**src/rtl/bf_engine.sv**
```systemverilog
// Brainfuck execution core with external sync-read program/data RAMs and valid/ready I/O.
// Define BF_DP_BOUNDS_EN to turn data-pointer under/overflow into a halting fault.
module bf_engine #(
   parameter int unsigned PAW = 8,
   parameter int unsigned DAW = 8,
   parameter int unsigned CW  = 8,
   parameter int unsigned NW  = 8
) (
   input  logic           clock,
   input  logic           reset,
   input  logic           go,
   output logic [PAW-1:0] pm_addr,
   input  logic [3:0]     pm_data,
   output logic [DAW-1:0] dm_addr,
   output logic [CW-1:0]  dm_wdata,
   output logic           dm_we,
   input  logic [CW-1:0]  dm_rdata,
   output logic [CW-1:0]  out_data,
   output logic           out_valid,
   input  logic           out_ready,
   input  logic [CW-1:0]  in_data,
   input  logic           in_valid,
   output logic           in_ready,
   output logic           busy,
   output logic           halted,
   output logic           error,
   output logic [PAW-1:0] pc,
   output logic [DAW-1:0] dp,
   output logic [3:0]     state
);

   localparam logic [3:0] OP_HALT  = 4'd0;
   localparam logic [3:0] OP_RIGHT = 4'd1;
   localparam logic [3:0] OP_LEFT  = 4'd2;
   localparam logic [3:0] OP_INC   = 4'd3;
   localparam logic [3:0] OP_DEC   = 4'd4;
   localparam logic [3:0] OP_OUT   = 4'd5;
   localparam logic [3:0] OP_IN    = 4'd6;
   localparam logic [3:0] OP_JZ    = 4'd7;
   localparam logic [3:0] OP_JNZ   = 4'd8;

   typedef enum logic [3:0] {
      S_IDLE    = 4'd0,
      S_FETCH   = 4'd1,
      S_EXEC    = 4'd2,
      S_RD      = 4'd3,
      S_WR      = 4'd4,
      S_OUT     = 4'd5,
      S_IN      = 4'd6,
      S_BR      = 4'd7,
      S_SCANF_A = 4'd8,
      S_SCANF_E = 4'd9,
      S_SCANB_A = 4'd10,
      S_SCANB_E = 4'd11,
      S_HALT    = 4'd12
   } state_t;

   state_t         r_state, w_state_nxt;
   logic [PAW-1:0] r_pc, w_pc_nxt;
   logic [DAW-1:0] r_dp, w_dp_nxt;
   logic [NW-1:0]  r_depth, w_depth_nxt;
   logic [3:0]     r_op, w_op_nxt;
   logic           r_error, w_error_nxt;
   logic           r_we, w_we_nxt;
   logic [CW-1:0]  r_wdata, w_wdata_nxt;
   logic [CW-1:0]  r_out_data, w_out_data_nxt;
   logic           r_out_valid, w_out_valid_nxt;
   logic           r_in_ready, w_in_ready_nxt;
   logic           r_busy, r_halted;
   logic           w_lo_fault, w_hi_fault;

`ifdef BF_DP_BOUNDS_EN
   assign w_lo_fault = (r_dp == '0);
   assign w_hi_fault = &r_dp;
`else
   assign w_lo_fault = 1'b0;
   assign w_hi_fault = 1'b0;
`endif

   // Next-state and next-output decode
   always_comb begin
      w_state_nxt     = r_state;
      w_pc_nxt        = r_pc;
      w_dp_nxt        = r_dp;
      w_depth_nxt     = r_depth;
      w_op_nxt        = r_op;
      w_error_nxt     = r_error;
      w_we_nxt        = 1'b0;
      w_wdata_nxt     = r_wdata;
      w_out_data_nxt  = r_out_data;
      w_out_valid_nxt = r_out_valid;
      w_in_ready_nxt  = r_in_ready;
      case (r_state)
         S_IDLE, S_HALT: begin
            if (go) begin
               w_pc_nxt    = '0;
               w_dp_nxt    = '0;
               w_depth_nxt = '0;
               w_error_nxt = 1'b0;
               w_state_nxt = S_FETCH;
            end
         end
         S_FETCH: w_state_nxt = S_EXEC;
         S_EXEC: begin
            w_op_nxt = pm_data;
            case (pm_data)
               OP_HALT: w_state_nxt = S_HALT;
               OP_RIGHT: begin
                  if (w_hi_fault) begin
                     w_error_nxt = 1'b1;
                     w_state_nxt = S_HALT;
                  end else begin
                     w_dp_nxt    = r_dp + DAW'(1);
                     w_pc_nxt    = r_pc + PAW'(1);
                     w_state_nxt = S_FETCH;
                  end
               end
               OP_LEFT: begin
                  if (w_lo_fault) begin
                     w_error_nxt = 1'b1;
                     w_state_nxt = S_HALT;
                  end else begin
                     w_dp_nxt    = r_dp - DAW'(1);
                     w_pc_nxt    = r_pc + PAW'(1);
                     w_state_nxt = S_FETCH;
                  end
               end
               OP_INC, OP_DEC, OP_OUT, OP_JZ, OP_JNZ: w_state_nxt = S_RD;
               OP_IN: begin
                  w_in_ready_nxt = 1'b1;
                  w_state_nxt    = S_IN;
               end
               default: begin
                  w_pc_nxt    = r_pc + PAW'(1);
                  w_state_nxt = S_FETCH;
               end
            endcase
         end
         S_RD: begin
            if (r_op == OP_INC || r_op == OP_DEC) w_state_nxt = S_WR;
            else if (r_op == OP_OUT)              w_state_nxt = S_OUT;
            else                                  w_state_nxt = S_BR;
         end
         // Write data is registered, so the RAM write lands in the following FETCH
         S_WR: begin
            w_we_nxt    = 1'b1;
            w_wdata_nxt = (r_op == OP_INC) ? dm_rdata + CW'(1) : dm_rdata - CW'(1);
            w_pc_nxt    = r_pc + PAW'(1);
            w_state_nxt = S_FETCH;
         end
         S_OUT: begin
            if (!r_out_valid) begin
               w_out_data_nxt  = dm_rdata;
               w_out_valid_nxt = 1'b1;
            end else if (out_ready) begin
               w_out_valid_nxt = 1'b0;
               w_pc_nxt        = r_pc + PAW'(1);
               w_state_nxt     = S_FETCH;
            end
         end
         S_IN: begin
            if (in_valid && r_in_ready) begin
               w_we_nxt       = 1'b1;
               w_wdata_nxt    = in_data;
               w_in_ready_nxt = 1'b0;
               w_pc_nxt       = r_pc + PAW'(1);
               w_state_nxt    = S_FETCH;
            end
         end
         // A scan that would start beyond either end of program memory cannot match
         S_BR: begin
            if (r_op == OP_JZ) begin
               if (dm_rdata != '0) begin
                  w_pc_nxt    = r_pc + PAW'(1);
                  w_state_nxt = S_FETCH;
               end else if (&r_pc) begin
                  w_error_nxt = 1'b1;
                  w_state_nxt = S_HALT;
               end else begin
                  w_depth_nxt = NW'(1);
                  w_pc_nxt    = r_pc + PAW'(1);
                  w_state_nxt = S_SCANF_A;
               end
            end else begin
               if (dm_rdata == '0) begin
                  w_pc_nxt    = r_pc + PAW'(1);
                  w_state_nxt = S_FETCH;
               end else if (r_pc == '0) begin
                  w_error_nxt = 1'b1;
                  w_state_nxt = S_HALT;
               end else begin
                  w_depth_nxt = NW'(1);
                  w_pc_nxt    = r_pc - PAW'(1);
                  w_state_nxt = S_SCANB_A;
               end
            end
         end
         S_SCANF_A: w_state_nxt = S_SCANF_E;
         S_SCANF_E: begin
            if (pm_data == OP_JZ && (&r_depth)) begin
               w_error_nxt = 1'b1;
               w_state_nxt = S_HALT;
            end else if (pm_data == OP_JNZ && r_depth == NW'(1)) begin
               w_depth_nxt = '0;
               w_pc_nxt    = r_pc + PAW'(1);
               w_state_nxt = S_FETCH;
            end else if (&r_pc) begin
               w_error_nxt = 1'b1;
               w_state_nxt = S_HALT;
            end else begin
               if (pm_data == OP_JZ)       w_depth_nxt = r_depth + NW'(1);
               else if (pm_data == OP_JNZ) w_depth_nxt = r_depth - NW'(1);
               w_pc_nxt    = r_pc + PAW'(1);
               w_state_nxt = S_SCANF_A;
            end
         end
         S_SCANB_A: w_state_nxt = S_SCANB_E;
         S_SCANB_E: begin
            if (pm_data == OP_JNZ && (&r_depth)) begin
               w_error_nxt = 1'b1;
               w_state_nxt = S_HALT;
            end else if (pm_data == OP_JZ && r_depth == NW'(1)) begin
               w_depth_nxt = '0;
               w_pc_nxt    = r_pc + PAW'(1);
               w_state_nxt = S_FETCH;
            end else if (r_pc == '0) begin
               w_error_nxt = 1'b1;
               w_state_nxt = S_HALT;
            end else begin
               if (pm_data == OP_JNZ)     w_depth_nxt = r_depth + NW'(1);
               else if (pm_data == OP_JZ) w_depth_nxt = r_depth - NW'(1);
               w_pc_nxt    = r_pc - PAW'(1);
               w_state_nxt = S_SCANB_A;
            end
         end
         default: w_state_nxt = S_IDLE;
      endcase
   end

   // State and output registers
   always_ff @(posedge clock or negedge reset) begin
      if (!reset) begin
         r_state     <= S_IDLE;
         r_pc        <= '0;
         r_dp        <= '0;
         r_depth     <= '0;
         r_op        <= '0;
         r_error     <= 1'b0;
         r_we        <= 1'b0;
         r_wdata     <= '0;
         r_out_data  <= '0;
         r_out_valid <= 1'b0;
         r_in_ready  <= 1'b0;
         r_busy      <= 1'b0;
         r_halted    <= 1'b0;
      end else begin
         r_state     <= w_state_nxt;
         r_pc        <= w_pc_nxt;
         r_dp        <= w_dp_nxt;
         r_depth     <= w_depth_nxt;
         r_op        <= w_op_nxt;
         r_error     <= w_error_nxt;
         r_we        <= w_we_nxt;
         r_wdata     <= w_wdata_nxt;
         r_out_data  <= w_out_data_nxt;
         r_out_valid <= w_out_valid_nxt;
         r_in_ready  <= w_in_ready_nxt;
         r_busy      <= !(w_state_nxt == S_IDLE || w_state_nxt == S_HALT);
         r_halted    <= (w_state_nxt == S_HALT);
      end
   end

   assign pm_addr   = r_pc;
   assign pc        = r_pc;
   assign dm_addr   = r_dp;
   assign dp        = r_dp;
   assign dm_we     = r_we;
   assign dm_wdata  = r_wdata;
   assign out_data  = r_out_data;
   assign out_valid = r_out_valid;
   assign in_ready  = r_in_ready;
   assign busy      = r_busy;
   assign halted    = r_halted;
   assign error     = r_error;
   assign state     = r_state;

endmodule

```
**config.mk**
```make
export PLATFORM = sky130hd
export DESIGN_NAME = bf_engine
export DESIGN_NICKNAME = d
export VERILOG_FILES = /design/src/rtl/bf_engine.sv
export SDC_FILE = /design/constraint.sdc
export NUM_CORES = 1
export LEC_CHECK = 0
export CELL_PAD_IN_SITES_DETAIL_PLACEMENT = 1
export CELL_PAD_IN_SITES_GLOBAL_PLACEMENT = 2
export CORE_MARGIN = 2
export CORE_UTILIZATION = 31
export DETAILED_ROUTE_END_ITERATION = 8
export PLACE_DENSITY_LB_ADDON = 0.1
export SLEW_MARGIN = 20
export SYNTH_ARGS = -nofsm -noshare
export SYNTH_HDL_FRONTEND = slang
export SYNTH_SLANG_ARGS = --single-unit
```
**constraint.sdc**
```tcl
create_clock -name clock -period 2.8 [get_ports clock]
set_input_delay 0.56 -clock clock [delete_from_list [all_inputs] [get_ports clock]]
set_output_delay 0.56 -clock clock [all_outputs]
set_load 0.1 [all_outputs]
```
# Yosys cells after proc, flatten, opt, wreduce, memory -nomap -nowiden
# Index checks and enable logic that the tools add are counted.
word_totals:
  out_inout_bits: 58
  regBits: 54
  inputBits: 25
  word_cells: 169
op_classes:
  n_bitwise: 1
  n_reduce_logical: 31
  n_addsub: 8
  n_mux: 71
  eq_ne: 45
op_table:
  columns: ["operator", "count"]
  rows:
  - ["$mux W8", 31]
  - ["$pmux W8 S8", 1]
  - ["$pmux W4 S12", 1]
  - ["$pmux W8 S2", 3]
  - ["$eq A4 B3 Y1 const B", 11]
  - ["$mux W4", 11]
  - ["$add A8 B1 Y8 const B", 4]
  - ["$pmux W8 S4", 1]
  - ["$sub A8 B1 Y8 const B", 4]
  - ["$eq A4 B4 Y1 const B", 7]
  - ["$ne A3 B3 Y1 const B", 8]
  - ["$reduce_and A8 Y1", 3]
  - ["$eq A4 B2 Y1 const B", 5]
  - ["$logic_not A8 Y1", 2]
  - ["$reduce_bool A8 Y1", 2]
  - ["$mux W1", 15]
  - ["$ne A2 B2 Y1 const B", 7]
  - ["$logic_not A4 Y1", 3]
  - ["$pmux W4 S3", 1]
  - ["$reduce_and A12 Y1", 1]
  - ["$eq A4 B1 Y1 const B", 2]
  - ["$eq A8 B1 Y1 const B", 1]
  - ["$ne A4 B4 Y1 const B", 2]
  - ["$reduce_or A7 Y1", 1]
  - ["other kinds (17)", 29]

# Logic depth before layout (Yosys ltp)
# Gate-level depths: netlist of run 1.
logic_depth:
  word_depth: 8
  mapped_depth: 10

# Worst setup path after synthesis of run 1
# OpenSTA, ideal clock, no wires.
synth_path:
  kind: "input -> register"
  from: "in pm_data[1]"
  to: "reg r_dp[7] (netlist: dm_addr[7])"
  setup_ps: 87
  path_slack_ps: -745
  stages: 9
  path_buffers: 1
  arrival_ps: 3458
  path_cell_list: "clkbuf_1 nor4b_1 ha_1 a21o_1 a211oi_1 o21ai_0 and3_1 or4_1 o211ai_1"
synth_via:
  elab_chain_cells: 3
  elab_cells_between_ends: 6
  cone_classes: "eq/ne: 3; mux: 2; reduce/logical: 1"
synth_lines:
  columns: ["element", "line", "rtl"]
  rows:
  - ["from (decl)", "13", "input logic [3:0] pm_data,"]
  - ["$eq A4 B2 Y1 or $eq A4 B1 Y1 (tied branches)", "106", "case (pm_data)"]
  - ["$pmux W8 S2 or $ne A3 B2 Y1 (tied branches)", null, null]
  - ["$pmux W8 S2 or $reduce_and A3 Y1 (tied branches)", null, null]
  - ["to (signal assigned)", "259", "r_dp <= w_dp_nxt;"]
  - ["to (decl)", "60", "logic [DAW-1:0] r_dp, w_dp_nxt;"]
# Several ways; a longest one is shown, not always the timed one.
# A chain may end at the register's enable or synchronous reset.

# Worst setup path after layout of run 1
layout_path:
  from: "in dm_rdata[5]"
  to: "reg r_busy (netlist: busy)"
layout_via:
  elab_chain_cells: 7
  elab_cells_between_ends: 10
  cone_classes: "eq/ne: 1; mux: 4; reduce/logical: 5"
layout_lines:
  columns: ["element", "line", "rtl"]
  rows:
  - ["from (decl)", "17", "input logic [CW-1:0] dm_rdata,"]
  - ["$logic_not A8 Y1 or $reduce_bool A8 Y1 (tied branches)", "185, 173", null]
  - ["$mux W4 (on tied branches)", "185, 173", null]
  - ["$mux W4 *", "172", "if (r_op == OP_JZ) begin"]
  - ["$pmux W4 S12 *", "93", "case (r_state)"]
  - ["$eq A4 B4 Y1 or $logic_not A4 Y1 (tied branches)", "268", "r_busy <= !(w_state_nxt == S_IDLE || w_state_nxt == S_HALT);"]
  - ["$logic_or A1 B1 Y1 *", "268", null]
  - ["$logic_not A1 Y1 *", "268", null]
  - ["to (signal assigned)", "268", null]
  - ["to (decl)", "69", "logic r_busy, r_halted;"]
# Mark *: on every way between the ends. The rest lies on a longest branch, timed or not.

==> reports/metrics.cfg, run 1 <==
[outcome]
status = complete, no violations

[synth]
synth_warnings = 0
async_flop_share_pct = 100.0
synth-edff-count = 0
ys_seq_area_share_pct = 30.08
syn-num-nets = 592
ys.flop_type = dfrtp_1
netlist_instances = 544
postSynthAreaPerCell_um2 = 8.259
ys_seq_elements = 54
netlist_area_mm2 = 0.004493
synth_cell_types = 79

[finish]
syn2layout_area_growth_pct = 38.65
n_antenna_cell = 0
nets = 739
drive_gt1_share_pct = 32.80
final_util_pct = 44.36
final_area_mm2 = 0.006230

[detailed_routing]
num_vias = 4749
vias_per_cell = 5.446
drt-wirelength-per-cell_um = 18.61
remaining_drc_errors = 0
drt-initial-drc-count = 252
drt_first_pass_iters = 4
wl_um = 16230
ant_nets = 0

[die]
ios = 83
core_mm2 = 0.01404
die_area_mm2 = 0.01547
rows = 43
die_width_um = 124.4
start_util_pct = 32.00
die_h_um = 124.4

[timing]
setup_tns_ns = 0
fin_crit_sh_pct = 96.09
max_slew_margin_pct = 64.94
final-setup-viol-count = 0
tightestPinTransition_ns = 0.5260
holdWs_ns = 0.2519
skew_ns = 0.008343
drv_slew = 0
fmax_ghz = 0.3717
finalHoldViolations = 0
timing.final.ws_setup_ns = 0.1094
fin_crit_ns = 2.691
rsz0062_at_grt = no

[place]
pre_cts_ws_ns = -0.5261
hpwl_um = 12500
placedInstanceArea_mm2 = 0.005871
port_buffers = 82
gp_routability_congestion = 0.8250

[global_routing]
grt_pass1_wl_um = 26390
first_global_vias = 4975
grt_start_max_net_pins = 31
grt_usage_pct = 20.76
grt_overflow = 0
antenna_found_initial = 0

[power_and_ir_drop]
ir_drop_v = 0.0007120
p_leak_nw = 2.885
cellPowerDensity_mw_per_mm2 = 1173

[setup_path]
cp-start-kind = input port
ff2ff_path_depth = 7
worstPathArrival_ns = 2.88
crit_required_ns = 2.99
critical_path_class = in2reg
crit_path_end_kind = register
worstPathMaxFanout = 4

[clock_tree]
cts_tree = yes
clkTransAtPathRegs_ns = 0.07
numCtsBuffers = 5
htreeDepth = 2
worst_skew_pair.late_latency_ns = 0.31
numClockSinks = 54
root_buffer = clkbuf_16
cts_buffer_depth = 2

[run]
maxCapViolCount = 0

[hold_path]
hold_class = in2async

## layout by cell type, fill, tap and decap left out, types with 9 or more instances in the layout
cell type and count:
clkdlybuf4s50_1 12, a21o_1 9, dfrtp_1 45, nor3_1 23, inv_1 19, xnor2_1 11
nand3_1 20, nand2_1 52, a31oi_1 12, mux2_2 9, a21oi_1 28, ha_1 19
nor2_1 44, o21ai_0 37, buf_4 158
## layer usage
| metal | wire length [um] | global-route usage [%] |
|---|---|---|
| met5 | 0 | 0 |
| met4 | 137 | 4.494 |
| met3 | 522 | 2.448 |
| met2 | 7924 | 35.29 |
| met1 | 7645 | 28.30 |
## what timing repair did
item,4_1_cts,5_1_grt
setup buffers,8,7
gates resized for setup,21,14
pin swaps,10,10
setup endpoints to repair,12,14
hold buffers,0,0
## cell usage after synthesis (9+ instances only)
library cell   n  area share, %
buf_4         18            3.0
o21ai_0       41            4.6
a31oi_1       12            1.7
dfrtp_1       54             30
a21oi_1       32            3.6
xnor2_1       11            2.1
nand3_1       20            2.2
or3_1          9            1.3
nor2_1        44            3.7
clkbuf_1      20            1.7
nor3_1        24            2.7
ha_1          21            5.8
a21o_1         9            1.5
nand2_1       52            4.3
mux2_2         9            2.3
inv_1         19            1.6
## final cells by class
type,instances,area (um2)
clock buffer,6,128.9
multi-input combinational,421,2900
sequential,54,1365
clock inverter,2,13.76
timing repair buffer,189,1521
fill,1681,7812
inverter,20,75.07
tap,180,225.2
## registers in the layout, summed over array words and instances, names as in the netlist
signal / count
dm_addr: 8
dm_wdata: 8
out_data: 8
pc: 8
r_depth: 8
r_op: 4
state: 4
busy: 1
dm_we: 1
error: 1
halted: 1
in_ready: 1
out_valid: 1
## report_power, final
part	total, mW	switching [mW]	internal (mW)
sequential	1.41	0.340	1.07
combinational	5.24	3.56	1.68
clock	0.659	0.325	0.334
## critical path, cell delays in order
cell and delay (ns):
clkdlybuf4s50_1 0.53, nor4_4 0.05, buf_4 0.13, buf_4 0.13, a21oi_1 0.22, buf_4 0.19
a21oi_1 0.09, o221ai_1 0.45, nor3_1 0.12, or3b_1 0.38
## kinds of logic (layout without fill, tap and decap cells)
| logic type | count (synthesis) | count (layout) | synth area share [%] |
|---|---|---|---|
| buf+inv | 69 | 217 | 7.714 |
| simple gates | 212 | 212 | 25.65 |
| xor+xnor | 18 | 18 | 3.509 |
| compound gates | 157 | 157 | 23.61 |
| flops | 54 | 54 | 30.08 |
| fa+ha+maj | 23 | 23 | 6.739 |
| mux | 11 | 11 | 2.701 |
## per-stage QoR
stage	instances	power (mW)
finish	872	7.310
detailed placement	849	6.542
floorplan	544	5.147
CTS	865	7.281
global route	872	7.772
global placement	849	6.472
## path summary, 6_finish.rpt
| kind | slack (ns) | startpoint | end |
|---|---|---|---|
| worst max-delay path | 0.11 | dm_rdata[5] | busy |
| worst min-delay path | 0.25 | reset | pc[5] |
| worst max register to register | 0.18 | pc[5] | busy |
| worst min register to register | 0.49 | dm_wdata[2] | dm_wdata[2] |
| max in group asynchronous | 2.18 | reset | state[1] |
| min in group clock | 0.49 | dm_wdata[2] | dm_wdata[2] |
Note: power is estimated with default switching activity, not from simulation.
==> run 2, diff against run 1 <==
--- a/config.mk
+++ b/config.mk
@@ -5,11 +5,13 @@
 export SDC_FILE = /design/constraint.sdc
 export NUM_CORES = 1
 export LEC_CHECK = 0
+export ABC_AREA = 0
 export CELL_PAD_IN_SITES_DETAIL_PLACEMENT = 1
 export CELL_PAD_IN_SITES_GLOBAL_PLACEMENT = 2
-export CORE_MARGIN = 2
+export CORE_MARGIN = 4
 export CORE_UTILIZATION = 31
 export DETAILED_ROUTE_END_ITERATION = 8
+export MAX_ROUTING_LAYER = met4
 export PLACE_DENSITY_LB_ADDON = 0.1
 export SLEW_MARGIN = 20
 export SYNTH_ARGS = -nofsm -noshare
==> run 2 against run 1 <==
Die area up 6.5%; worst hold slack worse by 0.22 ns; setup slack better by 0.033 ns; non-clock buffer count down 2; sequential cell count unchanged; critical path depth down 1; clock power up 20%; via count down 0.59%; cell count down 0.23%; maximum frequency up 1.2%; largest cell class unchanged.
==> reports/metrics.cfg, run 2 (synthesis gave the netlist of run 1 again) <==
[outcome]
status = complete, no violations  ; unchanged

[detailed_routing]
num_vias = 4721  ; was 4749
vias_per_cell = 5.426  ; was 5.446
drt-wirelength-per-cell_um = 18.96  ; was 18.61 um
ant_nets = 0  ; unchanged
drt_first_pass_iters = 5  ; was 4
wl_um = 16490  ; was 16230 um
remaining_drc_errors = 0  ; unchanged
drt-initial-drc-count = 252  ; unchanged

[place]
port_buffers = 82  ; unchanged
gp_routability_congestion = 0.8544  ; was 0.8250
hpwl_um = 12640  ; was 12500 um
pre_cts_ws_ns = -0.4861  ; was -0.5261 ns

[setup_path]
critical_path_class = in2reg  ; unchanged
timing.rr.end = r_depth[6]  ; was busy
slowest_stage = or4b_4  ; was clkdlybuf4s50_1
worstPathArrival_ns = 2.85  ; was 2.88 ns
regToRegSetupSlack_ns = 0.20  ; was 0.18 ns
worstPathMaxFanout = 2  ; was 4
path_common_cell = a21oi_1  ; was buf_4
cp_num_buf_inv = 1  ; was 4
regToRegStartpoint = pc[5]  ; unchanged
path_cells = clkdlybuf4s50_1, nor4_4, nand2_1, ha_1, a21oi_1, a21oi_1, o21ai_1, or4b_4, or3b_1  ; was clkdlybuf4s50_1, nor4_4, buf_4, buf_4, a21oi_1, buf_4, a21oi_1, o221ai_1, nor3_1, or3b_1
crit_required_ns = 2.99  ; about the same
crit_path_end_kind = register  ; unchanged
ff2ff_path_depth = 8  ; was 7
crit_family = simple AND/OR/NAND/NOR gates  ; was buffers and inverters
cp-start-kind = input port  ; unchanged
cpPeakStageDelay_ns = 0.53  ; about the same

[global_routing]
grt_overflow = 0  ; unchanged
grt_usage_pct = 20.88  ; was 20.76%
first_global_vias = 4922  ; was 4975
grt_start_max_net_pins = 31  ; unchanged
antenna_found_initial = 0  ; unchanged
grt_pass1_wl_um = 26790  ; was 26390 um

[timing]
skew_ns = 0.006357  ; was 0.008343 ns
rsz0062_at_grt = no  ; unchanged
fmax_ghz = 0.3763  ; was 0.3717 GHz
fin_crit_ns = 2.658  ; was 2.691 ns
fin_crit_sh_pct = 94.92  ; was 96.09%
final-setup-viol-count = 0  ; unchanged
holdWs_ns = 0.02846  ; was 0.2519 ns
tightestPinTransition_ns = 0.7237  ; was 0.5260 ns
drv_slew = 0  ; unchanged
max_slew_margin_pct = 51.49  ; was 64.94%
setup_tns_ns = 0  ; unchanged
timing.final.ws_setup_ns = 0.1423  ; was 0.1094 ns
finalHoldViolations = 0  ; unchanged

[die]
ios = 83  ; unchanged
die_h_um = 128.4  ; was 124.4 um
core_mm2 = 0.01404  ; unchanged
die_width_um = 128.4  ; was 124.4 um
start_util_pct = 32.00  ; unchanged
die_area_mm2 = 0.01648  ; was 0.01547 mm2
rows = 43  ; unchanged

[power_and_ir_drop]
netSwitchingPower_mw = 4.314  ; was 4.225 mW
p_leak_nw = 2.918  ; was 2.885 nW
p_comb_share_pct = 70.9  ; was 71.7%
power.share.clock_pct = 10.5  ; was 9.0%
p_sw_share_pct = 57.23  ; was 57.80%
p_int_mw = 3.224  ; was 3.085 mW
seqPwrFrac_pct = 18.6  ; was 19.3%
ir_drop_v = 0.0006411  ; was 0.0007120 V
total_power_mw = 7.538  ; was 7.310 mW
cellPowerDensity_mw_per_mm2 = 1211  ; was 1173 mW/mm2

[finish]
syn2layout_area_growth_pct = 38.49  ; was 38.65%
n_antenna_cell = 0  ; unchanged
final_util_pct = 44.31  ; was 44.36%
final_cell_mix = buf_4 (159), nand2_1 (52), dfrtp_1 (45)  ; was buf_4 (158), nand2_1 (52), dfrtp_1 (45)
mostFrequentLayoutCell = buf_4  ; unchanged
drive_gt1_share_pct = 32.32  ; was 32.80%
nets = 737  ; was 739

[clock_tree]
holdBufCountCts = 0  ; unchanged
clkTransAtPathRegs_ns = 0.08  ; was 0.07 ns
numCtsBuffers = 5  ; unchanged
numClockSinks = 54  ; unchanged
root_buffer = clkbuf_16  ; unchanged
cts_tree = yes  ; unchanged
htreeDepth = 2  ; unchanged
cts_buffer_depth = 2  ; unchanged
worst_skew_pair.late_latency_ns = 0.31  ; about the same

[run]
maxCapViolCount = 0  ; unchanged

[hold_path]
hold_class = in2async  ; unchanged

-- run 2: cell types whose count changed in the layout (fill, tap and decap cells not counted), sizes merged --
| cell | previous run | this run |
|---|---|---|
| dlygate4sd2 | 4 | 0 |
| dlymetal6s2s | 7 | 11 |
| buf | 166 | 164 |
| clkinv | 3 | 1 |
| bufinv | 0 | 1 |
| inv | 19 | 20 |
-- run 2: worst register-to-register path, cell delays in order (launching register included) --
cell and delay (ns):
dfrtp_4 0.49, or4_4 0.57, or4_1 0.52, a21oi_2 0.25, nor4_4 0.07, buf_4 0.15
buf_4 0.16, a31oi_1 0.21, a21oi_1 0.06
-- run 2: per-layer routing --
layer	share of wire, %	GRT usage (%)	vias up	wire length, um
li1	-	-	2288	-
met1	47	27.45	2348	7717
met2	49	34.54	75	8131
met3	2.9	2.740	10	486
met4	0.97	4.307	0	160
met5	0	-	-	0
-- run 2: how the worst max path moves through the flow --
stage | from | cells after the start | end | slack, ns
6_report | dm_rdata[0] | 9 | busy | 0.14
5_1_grt | dm_rdata[0] | 11 | r_depth[7] | 0.005
4_1_cts | dm_rdata[2] | 9 | busy | -0.02
3_5_place_dp | pm_data[1] | 7 | busy | -0.49
3_3_place_gp | pm_data[1] | 8 | busy | -0.44
2_1_floorplan | pm_data[0] | 9 | dm_addr[7] | -0.02
-- run 2: power groups by stage --
stage / Sequential, mW / Clock, mW / Combinational, mW
2_1_floorplan: 2.76 / 0 / 2.39
3_3_place_gp: 1.40 / 0 / 5.20
3_5_place_dp: 1.41 / 0 / 5.26
4_1_cts: 1.41 / 0.817 / 5.33
5_1_grt: 1.46 / 0.849 / 5.71
6_report: 1.40 / 0.789 / 5.35
-- run 2: final cells by class --
type                    instances  area [um2]
inverters                      20       75.07
fillers                      1660        7820
multi-input cells             421        2878
flip-flops and latches         54        1365
clock inverters                 2       38.79
well taps                     180       225.2
clock buffers                   6       138.9
repair buffers                187        1501
-- run 2: metrics by stage --
step	cell area, um2	instances
floorplan	4546	544
global placement	5828	845
detailed placement	5828	845
finish	6222	870
global route	6222	870
CTS	6147	866
-- run 2: repair_timing --
item	in CTS	in global routing
pin swaps	9	13
buffers inserted	13	4
hold endpoints to repair	0	0
resized for setup	11	17
cloned	0	0
endpoints found under the setup margin	13	20
==> run 3, diff against run 2 <==
--- a/config.mk
+++ b/config.mk
@@ -11,6 +11,8 @@
 export CORE_MARGIN = 4
 export CORE_UTILIZATION = 31
 export DETAILED_ROUTE_END_ITERATION = 8
+export GPL_TIMING_DRIVEN = 0
+export HOLD_SLACK_MARGIN = 0.12
 export MAX_ROUTING_LAYER = met4
 export PLACE_DENSITY_LB_ADDON = 0.1
 export SLEW_MARGIN = 20
==> constraint.sdc (replaced) <==
create_clock -name clock -period 3.01 [get_ports clock]
set_input_delay 0.602 -clock clock [delete_from_list [all_inputs] [get_ports clock]]
set_output_delay 0.602 -clock clock [all_outputs]
set_load 0.1 [all_outputs]
==> run 3 against run 2 <==
Non-clock buffer count is 38 lower; first-iteration DRC count increased by 1.6%; core utilization shrank 1.3 points; critical endpoint unchanged.
==> reports/metrics.cfg, run 3 (synthesis gave the netlist of run 1 again) <==
[die]
core_mm2 = 0.01404  ; unchanged
die_h_um = 128.4  ; unchanged
ios = 83  ; unchanged
start_util_pct = 32.00  ; unchanged
die_width_um = 128.4  ; unchanged
rows = 43  ; unchanged
die_area_mm2 = 0.01648  ; unchanged

[setup_path]
crit_required_ns = 3.20  ; was 2.99 ns
crit_path_end_kind = register  ; unchanged
regToRegSetupSlack_ns = 0.15  ; was 0.20 ns
worstPathArrival_ns = 3.16  ; was 2.85 ns
critical_path_class = in2reg  ; unchanged
regToRegStartpoint = r_depth[2]  ; was pc[5]
ff2ff_path_depth = 7  ; was 8
crit_path_start = pm_data[1]  ; was dm_rdata[0]
worstPathMaxFanout = 3  ; was 2
timing.rr.end = busy  ; was r_depth[6]
cp-start-kind = input port  ; unchanged

[power_and_ir_drop]
power.share.clock_pct = 10.3  ; was 10.5%
netSwitchingPower_mw = 3.979  ; was 4.314 mW
p_int_mw = 2.871  ; was 3.224 mW
p_sw_share_pct = 58.08  ; was 57.23%
ir_drop_v = 0.0004680  ; was 0.0006411 V
p_comb_share_pct = 71.6  ; was 70.9%
seqPwrFrac_pct = 18.1  ; was 18.6%
cellPowerDensity_mw_per_mm2 = 1133  ; was 1211 mW/mm2
total_power_mw = 6.850  ; was 7.538 mW
p_leak_nw = 2.550  ; was 2.918 nW

[detailed_routing]
num_vias = 4569  ; was 4721
remaining_drc_errors = 0  ; unchanged
vias_per_cell = 5.492  ; was 5.426
ant_nets = 0  ; unchanged
drt-wirelength-per-cell_um = 18.91  ; was 18.96 um
drt_first_pass_iters = 4  ; was 5
drt-initial-drc-count = 256  ; was 252
wl_um = 15740  ; was 16490 um

[clock_tree]
numClockSinks = 54  ; unchanged
htreeDepth = 2  ; unchanged
cts_tree = yes  ; unchanged
cts_buffer_depth = 2  ; unchanged
clkTransAtPathRegs_ns = 0.08  ; about the same
numCtsBuffers = 5  ; unchanged
holdBufCountCts = 0  ; unchanged
root_buffer = clkbuf_16  ; unchanged
worst_skew_pair.late_latency_ns = 0.31  ; about the same

[finish]
fillers = 1661  ; was 1660
nets = 699  ; was 737
drive_gt1_share_pct = 17.94  ; was 32.32%
mostFrequentLayoutCell = clkdlybuf4s50_1  ; was buf_4
final_cell_mix = clkdlybuf4s50_1 (72), nand2_1 (51), dfrtp_1 (51)  ; was buf_4 (159), nand2_1 (52), dfrtp_1 (45)
syn2layout_area_growth_pct = 34.53  ; was 38.49%
n_antenna_cell = 0  ; unchanged

[global_routing]
grt_usage_pct = 19.80  ; was 20.88%
grt_overflow = 0  ; unchanged
antenna_found_initial = 0  ; unchanged
first_global_vias = 4816  ; was 4922
grt_start_max_net_pins = 33  ; was 31
grt_pass1_wl_um = 25620  ; was 26790 um

[timing]
timing.final.ws_setup_ns = 0.03344  ; was 0.1423 ns
skew_ns = 0.004611  ; was 0.006357 ns
tightestPinTransition_ns = 1.013  ; was 0.7237 ns
fin_crit_sh_pct = 98.89
finalHoldViolations = 0  ; unchanged
fmax_ghz = 0.3360
fin_crit_ns = 2.977
final-setup-viol-count = 0  ; unchanged
max_slew_margin_pct = 32.27  ; was 51.49%
drv_slew = 0  ; unchanged
rsz0062_at_grt = yes  ; was no

[run]
maxCapViolCount = 0  ; unchanged

[place]
gp_routability_congestion = 0.8567  ; was 0.8544
hpwl_um = 11830  ; was 12640 um
pre_cts_ws_ns = -1.594  ; was -0.4861 ns
port_buffers = 81  ; was 82

[outcome]
status = complete, no violations  ; unchanged

[hold_path]
hold_class = in2async  ; unchanged

==> run 3: area by class of cell <==
type / count / area [um2] / share of cell area, %
tap: 180 / 225.2 / 3.726
clock buffer: 5 / 125.1 / 2.070
buffer: 46 / 287.8 / 4.761
inverter: 20 / 78.83 / 1.304
timing repair buffer: 103 / 991.0 / 16.39
clock inverter: 3 / 43.79 / 0.7245
sequential: 54 / 1355 / 22.42
multi-input combinational: 421 / 2938 / 48.60
==> run 3: critical path, cell delays in order <==
cell and delay, ns:
clkdlybuf4s50_1 0.46, or4b_4 0.62, nor4_4 0.19, a2bb2oi_2 0.20
o221ai_2 0.12, or4b_4 0.56, or3b_1 0.40
==> run 3: how the worst max path moves through the flow <==
stage | slack (ns) | end | depth (start not counted)
after floorplan | -0.009 | dm_addr[7] | 9
after global placement | -1.46 | r_depth[0] | 10
after detailed placement | -1.59 | r_depth[6] | 10
after CTS | 0.01 | dm_addr[7] | 10
after global routing | -0.11 | dm_addr[7] | 10
final | 0.03 | busy | 7
==> run 3: per-stage QoR <==
step	util, %	cell area, um2	instances	TNS (ns)	hold slack [ns]
floorplan	-	4511	544	-0.008854	0.3064
global placement	39.50	5547	805	-56.19	0.4717
detailed placement	39.70	5574	806	-26.93	0.4820
CTS	42.40	5954	828	0	0.2003
global route	43.05	6045	832	-0.1100	0.2145
finish	43.05	6045	832	0	0.1891
==> run 3: power by group through the flow <==
stage                     registers [mW]  logic (mW)  clock network, mW
final                               1.24        4.91              0.703
after global routing                1.29        5.24              0.744
after CTS                           1.24        4.89              0.722
after detailed placement            1.25        4.74                  0
after global placement              1.23        4.68                  0
after floorplan                     2.56        2.22                  0
==> run 3: routing by layer <==
| layer | up-vias | GRT usage [%] | wire length, um |
|---|---|---|---|
| met5 | - | - | 0 |
| met3 | 18 | 2.242 | 307 |
| met1 | 2277 | 26.16 | 7519 |
| met2 | 65 | 32.21 | 7679 |
| met4 | 0 | 5.431 | 229 |
| li1 | 2209 | - | - |
==> run 3: timing repair <==
item	CTS	global route
buffers inserted	16	5
pin swaps	13	8
endpoints found under the setup margin	26	19
cloned	0	0
gates resized for setup	29	19
